<file path="config.mk">
export PLATFORM = sky130hd
export DESIGN_NAME = sm_xbee_msg_tx
export DESIGN_NICKNAME = d
export VERILOG_FILES = /design/src/rtl/sm_xbee_msg_tx.sv
export SDC_FILE = /design/constraint.sdc
export NUM_CORES = 1
export LEC_CHECK = 0
export ABC_CLOCK_PERIOD_IN_PS = 5600
export BUFFER_PORTS_ARGS = -buffer_cell sky130_fd_sc_hd__buf_4
export CAP_MARGIN = 10
export CORE_ASPECT_RATIO = 0.5
export CORE_MARGIN = 2
export CORE_UTILIZATION = 35
export CTS_BUF_LIST = sky130_fd_sc_hd__clkbuf_8 sky130_fd_sc_hd__clkbuf_16
export DETAILED_ROUTE_END_ITERATION = 10
export HOLD_SLACK_MARGIN = 0.1
export PLACE_DENSITY = 0.55
export RECOVER_POWER = 50
export SYNTH_ARGS = -nofsm -noshare
export SYNTH_HDL_FRONTEND = slang
export SYNTH_SLANG_ARGS = --single-unit
export TNS_END_PERCENT = 20
</file>
<file path="constraint.sdc">
create_clock -name clk_50M -period 5.6 [get_ports clk_50M]
set_input_delay 0.28 -clock clk_50M [delete_from_list [all_inputs] [get_ports clk_50M]]
set_output_delay 0.28 -clock clk_50M [all_outputs]
set_load 0.02 [all_outputs]
</file>
<file path="src/rtl/sm_xbee_msg_tx.sv">
// Queued Xbee message transmitter: requests are validated into a small FIFO, expanded
// to their ASCII strings and sent as back-to-back 8N1/8N2 UART frames on tx.
`timescale 1ns/1ps
module sm_xbee_msg_tx #(
  parameter int CLKS_PER_BIT = 434,
  parameter int STOP_BITS    = 2,
  parameter int DEPTH        = 4
) (
  input  logic                     clk_50M,
  input  logic                     rst_n,
  input  logic                     req_valid,
  output logic                     req_ready,
  input  logic [1:0]               msg_type,
  input  logic [1:0]               field,
  input  logic [1:0]               node_si,
  input  logic [1:0]               color,
  output logic                     tx,
  output logic                     busy,
  output logic                     msg_done,
  output logic                     req_err,
  output logic [$clog2(DEPTH):0]   fifo_count
);
  // state | meaning
  // IDLE  | line high, waiting for a queued request
  // START | start bit of the current character
  // DATA  | eight data bits, LSB first
  // STOP  | stop bit(s); the last one also advances char/message (no gap cycle)
  typedef enum logic [1:0] {IDLE, START, DATA, STOP} state_t;

  localparam int AW   = $clog2(DEPTH);
  localparam int CNTW = AW + 1;
  localparam int CW   = $clog2(CLKS_PER_BIT);
  localparam logic [CW-1:0] BIT_LAST = CW'(CLKS_PER_BIT - 1);

  state_t           state;
  logic [7:0]       mem [DEPTH];
  logic [AW-1:0]    wr_ptr, rd_ptr;
  logic [CNTW-1:0]  cnt_next;
  logic [7:0]       cur;
  logic [3:0]       char_idx, last_idx;
  logic [2:0]       bit_idx;
  logic             stop_idx;
  logic [CW-1:0]    clk_cnt;
  logic             done_d;
  logic             accept, req_ok, push, pop;
  logic             bit_end, frame_end, msg_last, line;
  logic [7:0]       char_c, f_chr, n_chr, c_chr;

  always_comb begin
    accept    = req_valid && req_ready;
    req_ok    = (msg_type == 2'd0) || (node_si != 2'd0 && color != 2'd0);
    push      = accept && req_ok;
    bit_end   = (clk_cnt == '0);
    frame_end = (state == STOP) && bit_end && (stop_idx == 1'(STOP_BITS - 1));
    case (cur[7:6])
      2'd0:    last_idx = 4'd3;
      2'd1:    last_idx = 4'd11;
      default: last_idx = 4'd12;
    endcase
    msg_last  = (char_idx == last_idx);
    pop       = (fifo_count != '0) && ((state == IDLE) || (frame_end && msg_last));
    case ({push, pop})
      2'b10:   cnt_next = fifo_count + CNTW'(1);
      2'b01:   cnt_next = fifo_count - CNTW'(1);
      default: cnt_next = fifo_count;
    endcase
  end

  // Character lookup from the latched entry {type, field, node, color}
  always_comb begin
    case (cur[5:4])
      2'd0:    f_chr = "M";
      2'd1:    f_chr = "P";
      2'd2:    f_chr = "N";
      default: f_chr = "V";
    endcase
    n_chr = 8'h30 | {6'd0, cur[3:2]};
    case (cur[1:0])
      2'd1:    c_chr = "P";
      2'd2:    c_chr = "W";
      default: c_chr = "N";
    endcase
    char_c = 8'h0A;
    if (cur[7:6] == 2'd0) begin
      case (char_idx)
        4'd0:    char_c = "E";
        4'd1:    char_c = "-";
        4'd2:    char_c = "#";
        default: char_c = 8'h0A;
      endcase
    end else if (cur[7:6] == 2'd1) begin
      case (char_idx)
        4'd0, 4'd3:       char_c = "S";
        4'd1, 4'd4:       char_c = "I";
        4'd2, 4'd7, 4'd9: char_c = "-";
        4'd5:             char_c = f_chr;
        4'd6:             char_c = n_chr;
        4'd8:             char_c = c_chr;
        4'd10:            char_c = "#";
        default:          char_c = 8'h0A;
      endcase
    end else begin
      case (char_idx)
        4'd0:                     char_c = "S";
        4'd1, 4'd3, 4'd8, 4'd10:  char_c = "-";
        4'd2:                     char_c = (cur[7:6] == 2'd2) ? "P" : "D";
        4'd4:                     char_c = "D";
        4'd5:                     char_c = "Z";
        4'd6:                     char_c = f_chr;
        4'd7:                     char_c = n_chr;
        4'd9:                     char_c = c_chr;
        4'd11:                    char_c = "#";
        default:                  char_c = 8'h0A;
      endcase
    end
    case (state)
      START:   line = 1'b0;
      DATA:    line = char_c[bit_idx];
      default: line = 1'b1;
    endcase
  end

  always_ff @(posedge clk_50M) begin
    if (push) mem[wr_ptr] <= {msg_type, field, node_si, color};
  end

  always_ff @(posedge clk_50M or negedge rst_n) begin
    if (!rst_n) begin
      wr_ptr     <= '0;
      rd_ptr     <= '0;
      fifo_count <= '0;
      req_ready  <= 1'b1;
      req_err    <= 1'b0;
    end else begin
      if (push) wr_ptr <= wr_ptr + AW'(1);
      if (pop)  rd_ptr <= rd_ptr + AW'(1);
      fifo_count <= cnt_next;
      req_ready  <= (cnt_next != CNTW'(DEPTH));
      req_err    <= accept && !req_ok;
    end
  end

  // tx and msg_done trail the state register by one cycle, giving the k+2 start latency
  always_ff @(posedge clk_50M or negedge rst_n) begin
    if (!rst_n) begin
      state    <= IDLE;
      cur      <= '0;
      char_idx <= '0;
      bit_idx  <= '0;
      stop_idx <= 1'b0;
      clk_cnt  <= '0;
      tx       <= 1'b1;
      busy     <= 1'b0;
      msg_done <= 1'b0;
      done_d   <= 1'b0;
    end else begin
      tx       <= line;
      msg_done <= done_d;
      done_d   <= 1'b0;
      busy     <= (fifo_count != '0) ||
                  ((state != IDLE) && !(frame_end && msg_last));
      case (state)
        IDLE: begin
          if (pop) begin
            cur      <= mem[rd_ptr];
            char_idx <= '0;
            clk_cnt  <= BIT_LAST;
            state    <= START;
          end
        end
        START: begin
          if (bit_end) begin
            clk_cnt <= BIT_LAST;
            bit_idx <= '0;
            state   <= DATA;
          end else clk_cnt <= clk_cnt - CW'(1);
        end
        DATA: begin
          if (bit_end) begin
            clk_cnt <= BIT_LAST;
            if (bit_idx == 3'd7) begin
              stop_idx <= 1'b0;
              state    <= STOP;
            end else bit_idx <= bit_idx + 3'd1;
          end else clk_cnt <= clk_cnt - CW'(1);
        end
        STOP: begin
          if (bit_end) begin
            clk_cnt <= BIT_LAST;
            if (!frame_end) stop_idx <= stop_idx + 1'b1;
            else if (!msg_last) begin
              char_idx <= char_idx + 4'd1;
              state    <= START;
            end else begin
              done_d <= 1'b1;
              if (pop) begin
                cur      <= mem[rd_ptr];
                char_idx <= '0;
                state    <= START;
              end else state <= IDLE;
            end
          end else clk_cnt <= clk_cnt - CW'(1);
        end
        default: state <= IDLE;
      endcase
    end
  end

endmodule
</file>
==> metrics.csv <==
stage,metric,value,unit
critical_path,crit_type,reg -> reg,
finish,multi_input_area,0.00188,sq mm
clocking,cts_buffers,9,
yosys,synth_top_cell_area_share,0.238,
floorplan,die_h,79.9,microns
yosys,syn_area,0.00403,sq mm
floorplan,die_w,156,microns
finish,drive_gt1_frac,0.121,
yosys,ys_ff_latch,72,
clocking,cts_setup_buffers,0,
floorplan,io_pins,19,
finish,fillers,1062,
critical_path,cp.required,5.86,ns
yosys,ys.flop_type,dfrtp_1,
drt,wire_per_inst,15.3,microns
power_and_ir_drop,p_leak,0.00167,uW
global_routing,first_global_vias,2648,
run_status,violations,"max-capacitance violations, max-slew violations",
sta,setup-tns-final,0,ns
yosys,ys_seq_area_frac,0.487,
drt,wl,8160,microns
sta,fin_crit,3.21,ns
finish,final_cell_count_no_fill,533,
floorplan,design.core.area,0.0111,sq mm
clocking,cts_tree,yes,
clocking,clkTransAtPathRegs,0.06,ns
power_and_ir_drop,irDropWorstVdd,291,uV
critical_path,critPathLaunchType,register,
yosys,synth_cell_types,59,
place,io_buffers,18,
critical_path,cp.arrival,3.47,ns
sta,fin_skew,0.00791,ns
finish,fin_util,0.405,
finish,fin_nets,415,
yosys,yosys-top-cells-area,"edfxtp_1, dfrtp_1, ha_1",
floorplan,fp.dieArea,0.0124,sq mm
clocking,clkSinkCount,72,
run_status,status,finished with violations,
sta,rsz0062_at_grt,false,
clocking,cts.htree.levels,3,
drt,vias,2856,
drt,ant_nets,0,
clocking,clock_path_buffers,2,
finish,area_growth,11.7,%
drt,firstDrtPassIters,4,
drt,vias_per_cell,5.36,
finish,seqCellArea,0.00196,sq mm
worst_hold_path,hold_path.class,in -> reg,
sta,drv_slew,41,
place,gp_congestion,0.818,
global_routing,grt_pass1_wl,14000,microns
critical_path,worstSetupEndpointType,register,
sta,setup_viol,0,
run,drv_cap,1,
yosys,yosys_warnings,0,
yosys,synth_edf_count,32,
clocking,cts_root_buffer,clkbuf_16,
global_routing,gr-total-overflow,0,
sta,max_slew_margin,-0.499,
sta,hold_viol,0,
yosys,synth_top_area_cell,edfxtp_1,
clocking,clk-insertion-delay-late,0.32,ns
floorplan,start_util,0.363,
drt,drc,0,
global_routing,grt_use_total,0.144,
power_and_ir_drop,power_density,444,mW/mm^2
critical_path,crit_fanout,34,
sta,timing.fmax,311,MHz
drt,drtIter0Drc,315,
yosys,syn_inst,373,
place,dp.cells,516,
yosys,synth_area_per_cell,10.8,sq um
sta,worst_slew_pin_slew,2.25,ns
global_routing,antenna_found_initial,0,
global_routing,grt_max_degree,41,
yosys,synthesis.nets,405,
yosys,synthArstFlopShare,0.556,
finish,diodes,0,
sta,post-route-period-util,0.574,
place,dp_hpwl,5680,microns
floorplan,rows,27,
-- routing by layer --
layer,global-route usage,share of wire,up-vias
met2,0.204,0.43,77
li1,-,-,1394
met5,0,0,-
met1,0.218,0.51,1377
met3,0.0331,0.051,8
met4,0.0367,0.011,0
-- placed cells by master (no fill, tap or decap), drive strengths merged, types with 3 or more instances in the layout --
| master | count |
|---|---|
| a31oi | 8 |
| nor3 | 8 |
| nor2 | 29 |
| xnor2 | 11 |
| dfrtp | 38 |
| o22ai | 3 |
| a311oi | 3 |
| clkbuf | 20 |
| o211ai | 4 |
| nor4 | 4 |
| a22oi | 4 |
| nand3b | 3 |
| nand2b | 5 |
| a221oi | 5 |
| and2 | 6 |
| mux4 | 8 |
| o2111ai | 3 |
| o21ai | 27 |
| nor2b | 5 |
| edfxtp | 32 |
| inv | 27 |
| ha | 20 |
| clkinv | 5 |
| a211oi | 5 |
| mux2 | 8 |
| nand2 | 25 |
| buf | 8 |
| nand3 | 6 |
| xor2 | 4 |
| a21oi | 19 |
| or3 | 4 |
-- registers in the layout, indices dropped and copies added, names as in the netlist, 3 cells and up --
register	cells
bit_idx	3
char_idx	4
clk_cnt	9
fifo_count	3
cur	8
mem	32
-- cells in the mapped netlist, types with 4 or more instances --
library cell / instances
buf_1: 6
nand2b_1: 5
nand3_1: 6
clkbuf_1: 8
xnor2_1: 11
buf_2: 5
a31oi_1: 8
dfrtp_1: 38
o211ai_1: 4
edfxtp_1: 32
nor2b_1: 5
o21ai_0: 27
nor3_1: 8
nor2_1: 28
a211oi_1: 5
mux4_2: 8
or3_1: 4
and2_1: 6
nand2_1: 25
a22oi_1: 4
mux2_2: 8
inv_1: 26
a21oi_1: 19
xor2_1: 4
ha_1: 20
-- worst max-delay path, cell delays in order (launching register included) --
cell and delay [ns]:
dfrtp_1 0.72, nand2b_1 0.34, o31ai_2 0.30, a22oi_1 0.14
nor2_2 0.22, o21ai_0 0.19, inv_1 0.10, ha_1 0.18
inv_1 0.06, fa_1 0.37, xor2_1 0.15, nor2_1 0.11
xor2_1 0.19, nand2_1 0.07
-- path summary, 6_finish.rpt --
kind / endpoint / startpoint / depth (start not counted) / slack (ns)
min in group asynchronous: wr_ptr[0]$_DFFE_PN0P_ / rst_n / 2 / 1.17
max reg2reg: req_ready$_DFF_PN1_ / char_idx[2]$_DFFE_PN0P_ / 13 / 2.39
max in group asynchronous: bit_idx[0]$_DFFE_PN0P_ / rst_n / 2 / 3.13
min: req_err$_DFF_PN0_ / req_valid / 3 / 0.20
max: req_ready$_DFF_PN1_ / char_idx[2]$_DFFE_PN0P_ / 13 / 2.39
min reg2reg: msg_done$_DFF_PN0_ / done_d$_DFF_PN0_ / 0 / 0.38
-- report_power, final --
group	switching [uW]	internal, uW
Combinational	342	303
Sequential	158	686
Clock	213	298
-- layout make-up --
| type | instances | area share |
|---|---|---|
| timing repair buffer | 20 | 0.0247 |
| clock inverter | 7 | 0.0103 |
| multi-input combinational | 254 | 0.417 |
| sequential | 72 | 0.436 |
| inverter | 26 | 0.0217 |
| clock buffer | 9 | 0.0500 |
| tap | 145 | 0.0403 |
-- what timing repair did --
action / 4_1_cts / 5_1_grt
hold buffers: 1 / 0
gates resized for setup: 0 / 0
endpoints found under the setup margin: 0 / 0
endpoints found under the hold margin: 38 / 0
-- cell families (layout without fill, tap and decap cells) --
kind of cell | after synthesis | in the layout | share of synthesized area
compound gates | 99 | 99 | 0.165
xor+xnor | 15 | 15 | 0.0326
fa+ha+maj | 21 | 21 | 0.0670
buf+inv | 47 | 62 | 0.0472
flops | 72 | 72 | 0.487
mux | 17 | 17 | 0.0695
simple gates | 102 | 102 | 0.132
-- metrics by stage --
stage	power [uW]	cell area [sq um]	hold slack, ns	setup slack [ns]
after global placement	1510	4260	0.305	2.44
final	2000	4500	0.199	2.39
after floorplan	1330	4030	-0.0156	3.09
after CTS	2030	4550	0.148	2.37
after global routing	2160	4500	0.212	2.01
after detailed placement	1510	4260	0.305	2.39
No activity file was read; power rests on OpenSTA's default activity.
